===== src/rtl/phase_sequencer.sv =====
// Four-phase non-overlapping pulse sequencer with per-phase dead time,
// frame counting and a stop request that takes effect at the frame boundary.
module phase_sequencer #(
    parameter int CNT_W = 8,
    parameter int FRM_W = 16
) (
    input  logic             clk,
    input  logic             rst,
    input  logic             start,
    input  logic             stop,
    input  logic [CNT_W-1:0] phase_len,
    input  logic [CNT_W-1:0] dead_len,
    input  logic [FRM_W-1:0] num_frames,
    output logic             p1,
    output logic             p2,
    output logic             p3,
    output logic             p4,
    output logic             p23,
    output logic             busy,
    output logic             frame_done,
    output logic [FRM_W-1:0] frame_cnt
);

    typedef enum logic [1:0] {
        IDLE  = 2'd0,
        PHASE = 2'd1,
        DEAD  = 2'd2
    } state_t;

    localparam logic [CNT_W-1:0] CNT_ONE = CNT_W'(1);
    localparam logic [FRM_W-1:0] FRM_ONE = FRM_W'(1);

    state_t           state_q, state_d;
    logic [1:0]       idx_q, idx_d;
    logic [CNT_W-1:0] cnt_q, cnt_d;
    logic [CNT_W-1:0] plen_q, plen_d;
    logic [CNT_W-1:0] dlen_q, dlen_d;
    logic [FRM_W-1:0] nfr_q, nfr_d;
    logic             pend_q, pend_d;
    logic [FRM_W-1:0] frame_cnt_q, frame_cnt_d;
    logic [3:0]       p_q, p_d;
    logic             p23_q, p23_d;
    logic             busy_q, busy_d;
    logic             done_q, done_d;

    logic [CNT_W-1:0] start_len_m1;
    logic [CNT_W-1:0] run_len_m1;
    logic [FRM_W-1:0] frame_next;
    logic             stop_seen;
    logic             advance;

    // Phase length of zero behaves as one, so the loaded count saturates at 0.
    assign start_len_m1 = (phase_len == '0) ? '0 : (phase_len - CNT_ONE);
    assign run_len_m1   = (plen_q == '0) ? '0 : (plen_q - CNT_ONE);
    assign frame_next   = frame_cnt_q + FRM_ONE;
    assign stop_seen    = pend_q | stop;

    always_ff @(posedge clk or negedge rst) begin
        if (!rst) begin
            state_q     <= IDLE;
            idx_q       <= '0;
            cnt_q       <= '0;
            plen_q      <= '0;
            dlen_q      <= '0;
            nfr_q       <= '0;
            pend_q      <= 1'b0;
            frame_cnt_q <= '0;
            p_q         <= '0;
            p23_q       <= 1'b0;
            busy_q      <= 1'b0;
            done_q      <= 1'b0;
        end else begin
            state_q     <= state_d;
            idx_q       <= idx_d;
            cnt_q       <= cnt_d;
            plen_q      <= plen_d;
            dlen_q      <= dlen_d;
            nfr_q       <= nfr_d;
            pend_q      <= pend_d;
            frame_cnt_q <= frame_cnt_d;
            p_q         <= p_d;
            p23_q       <= p23_d;
            busy_q      <= busy_d;
            done_q      <= done_d;
        end
    end

    always_comb begin
        state_d     = state_q;
        idx_d       = idx_q;
        cnt_d       = cnt_q;
        plen_d      = plen_q;
        dlen_d      = dlen_q;
        nfr_d       = nfr_q;
        pend_d      = pend_q;
        frame_cnt_d = frame_cnt_q;
        done_d      = 1'b0;
        advance     = 1'b0;

        case (state_q)
            IDLE: begin
                if (start && !stop) begin
                    state_d     = PHASE;
                    idx_d       = 2'd0;
                    cnt_d       = start_len_m1;
                    plen_d      = phase_len;
                    dlen_d      = dead_len;
                    nfr_d       = num_frames;
                    frame_cnt_d = '0;
                    pend_d      = 1'b0;
                end
            end
            PHASE: begin
                pend_d = stop_seen;
                if (cnt_q != '0) begin
                    cnt_d = cnt_q - CNT_ONE;
                end else if (dlen_q != '0) begin
                    state_d = DEAD;
                    cnt_d   = dlen_q - CNT_ONE;
                end else begin
                    advance = 1'b1;
                end
            end
            DEAD: begin
                pend_d = stop_seen;
                if (cnt_q != '0) begin
                    cnt_d = cnt_q - CNT_ONE;
                end else begin
                    advance = 1'b1;
                end
            end
            default: begin
                state_d = IDLE;
                idx_d   = 2'd0;
                cnt_d   = '0;
                pend_d  = 1'b0;
            end
        endcase

        // Leaving the last phase closes the frame; the next p1 shares the done cycle.
        if (advance) begin
            if (idx_q != 2'd3) begin
                state_d = PHASE;
                idx_d   = idx_q + 2'd1;
                cnt_d   = run_len_m1;
            end else begin
                done_d      = 1'b1;
                frame_cnt_d = frame_next;
                if (!stop_seen && ((nfr_q == '0) || (frame_next < nfr_q))) begin
                    state_d = PHASE;
                    idx_d   = 2'd0;
                    cnt_d   = run_len_m1;
                end else begin
                    state_d = IDLE;
                    idx_d   = 2'd0;
                    cnt_d   = '0;
                    pend_d  = 1'b0;
                end
            end
        end
    end

    always_comb begin
        p_d = '0;
        if (state_d == PHASE) begin
            p_d[idx_d] = 1'b1;
        end
        p23_d  = p_d[1] | p_d[2];
        busy_d = (state_d != IDLE);
    end

    assign p1         = p_q[0];
    assign p2         = p_q[1];
    assign p3         = p_q[2];
    assign p4         = p_q[3];
    assign p23        = p23_q;
    assign busy       = busy_q;
    assign frame_done = done_q;
    assign frame_cnt  = frame_cnt_q;

endmodule


===== config.mk =====
export PLATFORM = sky130hd
export DESIGN_NAME = phase_sequencer
export DESIGN_NICKNAME = d
export VERILOG_FILES = /design/src/rtl/phase_sequencer.sv
export SDC_FILE = /design/constraint.sdc
export NUM_CORES = 1
export LEC_CHECK = 0
export ABC_AREA = 1
export CORE_ASPECT_RATIO = 1.25
export CORE_MARGIN = 2
export CORE_UTILIZATION = 35
export DETAILED_ROUTE_END_ITERATION = 8
export HOLD_SLACK_MARGIN = 0.03
export PLACE_DENSITY = 0.6
export SKIP_CTS_REPAIR_TIMING = 1
export SLEW_MARGIN = 20
export SYNTH_ARGS = -nofsm -noshare
export SYNTH_HDL_FRONTEND = slang
export SYNTH_SLANG_ARGS = --single-unit

===== constraint.sdc =====
create_clock -name clk -period 2.4 [get_ports clk]
set_input_delay 0.48 -clock clk [delete_from_list [all_inputs] [get_ports clk]]
set_output_delay 0.48 -clock clk [all_outputs]
set_load 0.02 [all_outputs]

==> impl_metrics.ini, run 1 <==
[grt]
globalRouteTotalUtil_pct = 17.8
global_route.overflow_total = 0
antenna_found_initial = 0
grt_max_degree = 53
wire_length_of_the_first_global_routing_pass_mm = 19.4
number_of_global_route_vias_before_repair = 4112

[placement]
dpl_worst_slack_ns = -0.349
port-buffer-count = 58
dpl-instance-area_mm2 = 0.00553
dp.final_hpwl_mm = 9.24
count_of_placed_standard_cells_including_taps = 855
place.gp.congestion = 0.870

[pwr]
design_power_total_mw = 2.47
leakage_nw = 3.16
vdd_drop_max_uv = 336
power-per-cell-area_mw_per_mm2 = 413

[clock_network]
clock_path_buffers = 2
worst_skew_pair.late_latency_ns = 0.33
cts-buffers-inserted = 9
cts_root_buffer = clkbuf_16
cts.sink_count = 68
cts.reportedPaths.clkPinSlew_ns = 0.06
clock_tree.htree_level_count = 3
tritoncts = built

[finish]
fin_nets = 767
antenna_diode_count = 0
final_cell_mix = 105 x nand2_1, 82 x inv_1, 80 x nor2_1, 61 x dfrtp_1, 57 x clkdlybuf4s50_1
final_area_mm2 = 0.00597
final_common_cell = nand2_1
fillers = 1308
area_delta_synth_final_pct = 33.8
final_cell_count_no_fill = 876
final_layout_size_suffix_gt1_share_pct = 19.2

[floorplanning]
std_cell_rows = 46
coreArea_mm2 = 0.0125
floorplan.die.height_um = 130
num_io_pins = 59
dieArea_mm2 = 0.0137
initial_utilization_pct = 35.6
die_width_um = 105

[sta]
timing.final.crit_share_pct = 110
fin_tns_setup_ns = -3.27
worst_pin_slew_ns = 0.421
max_clock_freq_mhz = 377
final_hold_viol_count = 0
period_needed_ns = 2.65
normalized_max_slew_margin_pct = 71.8
setup_skew_ns = 0.0106
grt_setup_unrepaired = true
maxSlewViolCount = 0
post-route-worst-setup-slack_ns = -0.252
timing.final.setup_violations = 15

[detailed_routing]
wl_per_cell_um = 13.4
detail_route.wirelength_mm = 11.7
ant_nets = 0
via_count = 4150
drcViolationCount = 0
drt_pre_antenna_iters = 5
detail_route.iter0.violations = 131
drt-vias-per-instance = 4.74

[setup_path]
reg2reg_setup_slack_ns = -0.25
critical_path.endpoint_type = flip-flop
worst-path-max-fanout = 4
timing.critical_path.max_delay_family = simple AND/OR/NAND/NOR gates
worst_r2r_startpoint = frame_cnt[4]
critical_path.n_buffers_inverters = 3
timing.critical_path.slowest_stage_cell = dfrtp_2
critical_path_required_ns = 2.62
worst_setup_path_start_kind = flip-flop
launch_point_of_the_critical_path = frame_cnt[4]
path_cells = inv_4 -> nor4_4 -> nand2_2 -> or3_4 -> o21ai_2 -> inv_2 -> ha_4 -> nand2_1 -> inv_2 -> o21ai_2 -> a21oi_1 -> nor2_1 -> nand2_1 -> nand2_1 -> nand2_2 -> nand2_4 -> nand4_1 -> nand2_1
timing.setup.critical_path_class = reg -> reg
crit_path_frequent_cell = nand2_1
max_stage_delay_ns = 0.38
arrival_ns = 2.87

[synthesis]
ys_ff_latch = 68
synthesis.area_mm2 = 0.00446
synthesis.area_per_instance_um2 = 7.36
async_flop_share_pct = 100
yosys_warnings = 0
synth_edf_count = 0
yosys.cell_types.count = 40
synth.yosys.seq_area_share_pct = 38.1
syn_nets = 670
synth_instances = 606
synth_top_flop_cell = dfrtp_1

[min_path]
worst_hold_path_type = in -> async

[status]
violations = setup timing
outcome = finished with violations

[job]
max_cap_viol_count = 0
## stage by stage
step / hold slack [ns] / utilization [%]
floorplan: 0.184 / -
global placement: 0.431 / 44.1
detailed placement: 0.438 / 44.1
CTS: 0.0765 / 46.2
global route: 0.102 / 47.6
finish: 0.0782 / 47.6
## path summary, 6_finish.rpt
| check | end | depth (start not counted) |
|---|---|---|
| setup / recovery | p23 | 18 |
| min in group clk | plen_q[1] | 2 |
| max in group asynchronous | frame_cnt[2] | 2 |
| setup reg to reg | p23 | 18 |
| hold reg to reg | plen_q[1] | 2 |
| hold / removal | dlen_q[5] | 1 |
## flip-flops by register name (all words and copies together) (netlist names)
register,flops
nfr_q,16
p23,1
dlen_q,8
idx_q,2
state_q,2
frame_cnt,16
cnt_q,8
plen_q,8
pend_q,1
busy,1
p_q,4
frame_done,1
## logic make-up (layout without fill, tap and decap cells)
kind of cell | count (synthesis) | after routing | share of synthesized area (%)
DFF | 68 | 68 | 38.1
and+or+nand+nor | 284 | 284 | 28.7
muxes | 1 | 1 | 0.252
buffers and inverters | 111 | 213 | 9.70
AOI/OAI and AO/OA | 91 | 91 | 10.9
xor gates and xnor gates | 23 | 23 | 4.51
adders and majority gates | 28 | 28 | 7.85
## routing by layer
layer	up-vias	GRT usage, %	wire length [um]
met4	0	8.47	366
met3	23	3.25	320
met5	-	0	0
met1	1923	20.0	4830
met2	75	32.7	6180
li1	2129	-	-
## power by group
group	internal [mW]	total, mW	leakage [nW]	switching, mW
combinational	0.0599	0.111	2.33	0.0511
sequential	1.15	1.15	0.698	0.0000000000000000335
clock	0.724	1.21	0.129	0.487
## cell type report
type | count | area [um2] | area share [%]
multi-input combinational | 427 | 2520 | 42.2
sequential | 68 | 1710 | 28.6
timing repair buffer | 97 | 881 | 14.8
inverter | 100 | 380 | 6.37
clock buffer | 12 | 246 | 4.13
tap | 168 | 210 | 3.52
clock inverter | 4 | 25.0 | 0.419
## Yosys cell counts, types with 2 or more instances
| cell | n | share of area (%) |
|---|---|---|
| nand2_2 | 10 | 1.4 |
| nor3_1 | 6 | 0.67 |
| buf_1 | 2 | 0.17 |
| xor2_1 | 20 | 3.9 |
| buf_2 | 2 | 0.22 |
| nor2_1 | 84 | 7.1 |
| o21ai_0 | 24 | 2.7 |
| or2_2 | 3 | 0.42 |
| nor4_1 | 6 | 0.84 |
| inv_1 | 87 | 7.3 |
| a21oi_1 | 49 | 5.5 |
| o21ai_1 | 5 | 0.56 |
| o22ai_1 | 9 | 1.3 |
| clkbuf_1 | 5 | 0.42 |
| nand2_1 | 115 | 9.7 |
| nand3_1 | 38 | 4.3 |
| nand3_2 | 2 | 0.45 |
| nor2_2 | 3 | 0.42 |
| ha_1 | 28 | 7.8 |
| xnor2_1 | 3 | 0.59 |
| inv_2 | 11 | 0.93 |
| dfrtp_1 | 68 | 38 |
| nand4_1 | 9 | 1.3 |
No activity file was read; power rests on OpenSTA's default activity.
==> inputs of run 2 (changes only) <==
- MAX_ROUTING_LAYER: unset -> met4
==> run 2 against run 1 <==
Against the previous run: the run still ends with setup timing left; clock skew up 0.00053 ns; maximum frequency up 0.25%; cell area unchanged; sequential share of layout area unchanged; global-route usage up 0.57 points; combinational power about the same; worst hold slack about the same; clock power about the same; largest power group unchanged.
==> impl_metrics.ini, run 2 (synthesis results as in run 1) <==
[detailed_routing]
drt_pre_antenna_iters = 4
ant_nets = 0
via_count = 4138
drt-vias-per-instance = 4.72
met2WireLength_mm = 6.21
detail_route.iter0.violations = 144
drcViolationCount = 0
routedLengthMet1_mm = 4.82
route.met3.wl_um = 308
detail_route.wirelength_mm = 11.7
route.top_layer_used = met4
wl_per_cell_um = 13.3

[pwr]
vdd_drop_max_uv = 335
cell_internal_pwr_mw = 1.93
design_power_total_mw = 2.47
clock_power_share_pct = 49.0
p_sw_share_pct = 21.7
seq_power_share_pct = 46.5
power-per-cell-area_mw_per_mm2 = 413
net_switching_power_mw = 0.535
combPwrFrac_pct = 4.5
leakage_nw = 3.16

[floorplanning]
initial_utilization_pct = 35.6
std_cell_rows = 46
die_width_um = 105
num_io_pins = 59
dieArea_mm2 = 0.0137
floorplan.die.height_um = 130
coreArea_mm2 = 0.0125

[job]
max_cap_viol_count = 0

[finish]
area_delta_synth_final_pct = 33.8
final_common_cell = nand2_1
utilization_pct = 47.6
fin_nets = 767
antenna_diode_count = 0
fillers = 1308
final_area_mm2 = 0.00597
final_layout_size_suffix_gt1_share_pct = 19.2
final_cell_mix = 105 x nand2_1, 82 x inv_1, 80 x nor2_1, 61 x dfrtp_1, 57 x clkdlybuf4s50_1

[setup_path]
rr_worst_depth = 18
critical_path_required_ns = 2.62
timing.setup.critical_path_class = reg -> reg
worst-path-max-fanout = 4
worst_setup_path_start_kind = flip-flop
critical_path.endpoint_type = flip-flop
reg2reg_setup_slack_ns = -0.25
arrival_ns = 2.86

[min_path]
worst_hold_path_type = in -> async

[grt]
antenna_found_initial = 0
grt_max_degree = 53
global_route.overflow_total = 0
number_of_global_route_vias_before_repair = 4111
wire_length_of_the_first_global_routing_pass_mm = 19.5
globalRouteTotalUtil_pct = 18.4

[status]
outcome = finished with violations
violations = setup timing

[clock_network]
cts.sink_count = 68
worst_skew_pair.late_latency_ns = 0.33
cts.reportedPaths.clkPinSlew_ns = 0.06
tritoncts = built
cts_root_buffer = clkbuf_16
clock_tree.htree_level_count = 3
clock_path_buffers = 2
cts-buffers-inserted = 9

[placement]
port-buffer-count = 58
dpl-instance-area_mm2 = 0.00553
dp.final_hpwl_mm = 9.24
place.gp.congestion = 0.884

[sta]
worst_pin_slew_ns = 0.427
final_hold_viol_count = 0
setup_skew_ns = 0.0112
fin_tns_setup_ns = -3.23
timing.final.setup_violations = 15
timing.final.crit_share_pct = 110
maxSlewViolCount = 0
normalized_max_slew_margin_pct = 71.5
grt_setup_unrepaired = true
post-route-worst-setup-slack_ns = -0.245
max_clock_freq_mhz = 378
period_needed_ns = 2.65
-- run 2: power by group through the flow --
stage               combinational [mW]  sequential, mW  clock [mW]
finish                           0.111            1.15        1.21
global route                     0.124            1.15        1.30
global placement                 0.112            1.17           0
floorplan                       0.0181            1.17           0
CTS                              0.114            1.15        1.24
detailed placement               0.113            1.17           0
-- run 2: path summary, 6_finish.rpt --
path / from / to
setup / recovery: frame_cnt[4] / p23
hold / removal: rst / state_q[0]
setup reg to reg: frame_cnt[4] / p23
hold reg to reg: plen_q[1] / plen_q[1]
max in group asynchronous: rst / frame_cnt[0]
min in group clk: plen_q[1] / plen_q[1]
-- run 2: worst max-delay path: stages, from the launching register on --
cell	delay, ns
dfrtp_2	0.38
inv_4	0.04
nor4_4	0.31
nand2_2	0.10
or3_4	0.35
o21ai_2	0.16
inv_2	0.06
ha_4	0.26
nand2_1	0.06
inv_2	0.06
o21ai_2	0.05
a21oi_1	0.15
nor2_1	0.06
nand2_1	0.05
nand2_1	0.07
nand2_2	0.13
nand2_4	0.08
nand4_1	0.10
nand2_1	0.07
-- run 2: layout make-up --
class                      count  area [um2]  area share (%)
sequential                    68        1710            28.6
timing repair buffer          97         881            14.8
clock buffer                  12         246            4.13
multi-input combinational    427        2520            42.2
tap                          168         210            3.52
inverter                     100         380            6.37
clock inverter                 4        25.0           0.419
-- run 2: routing by layer --
metal  vias to the layer above  GRT usage [%]
li1                       2128              -
met1                      1912           20.2
met2                        72           32.7
met3                        26           3.10
met4                         0           8.47
met5                         -              -
-- run 2: per-stage QoR --
stage / setup WS, ns / hold slack, ns / std cells
final: -0.245 / 0.0785 / 876
after CTS: -0.381 / 0.0765 / 871
after floorplan: -0.130 / 0.184 / 606
after global routing: -0.393 / 0.100 / 876
after detailed placement: -0.349 / 0.438 / 855
after global placement: -0.321 / 0.431 / 855
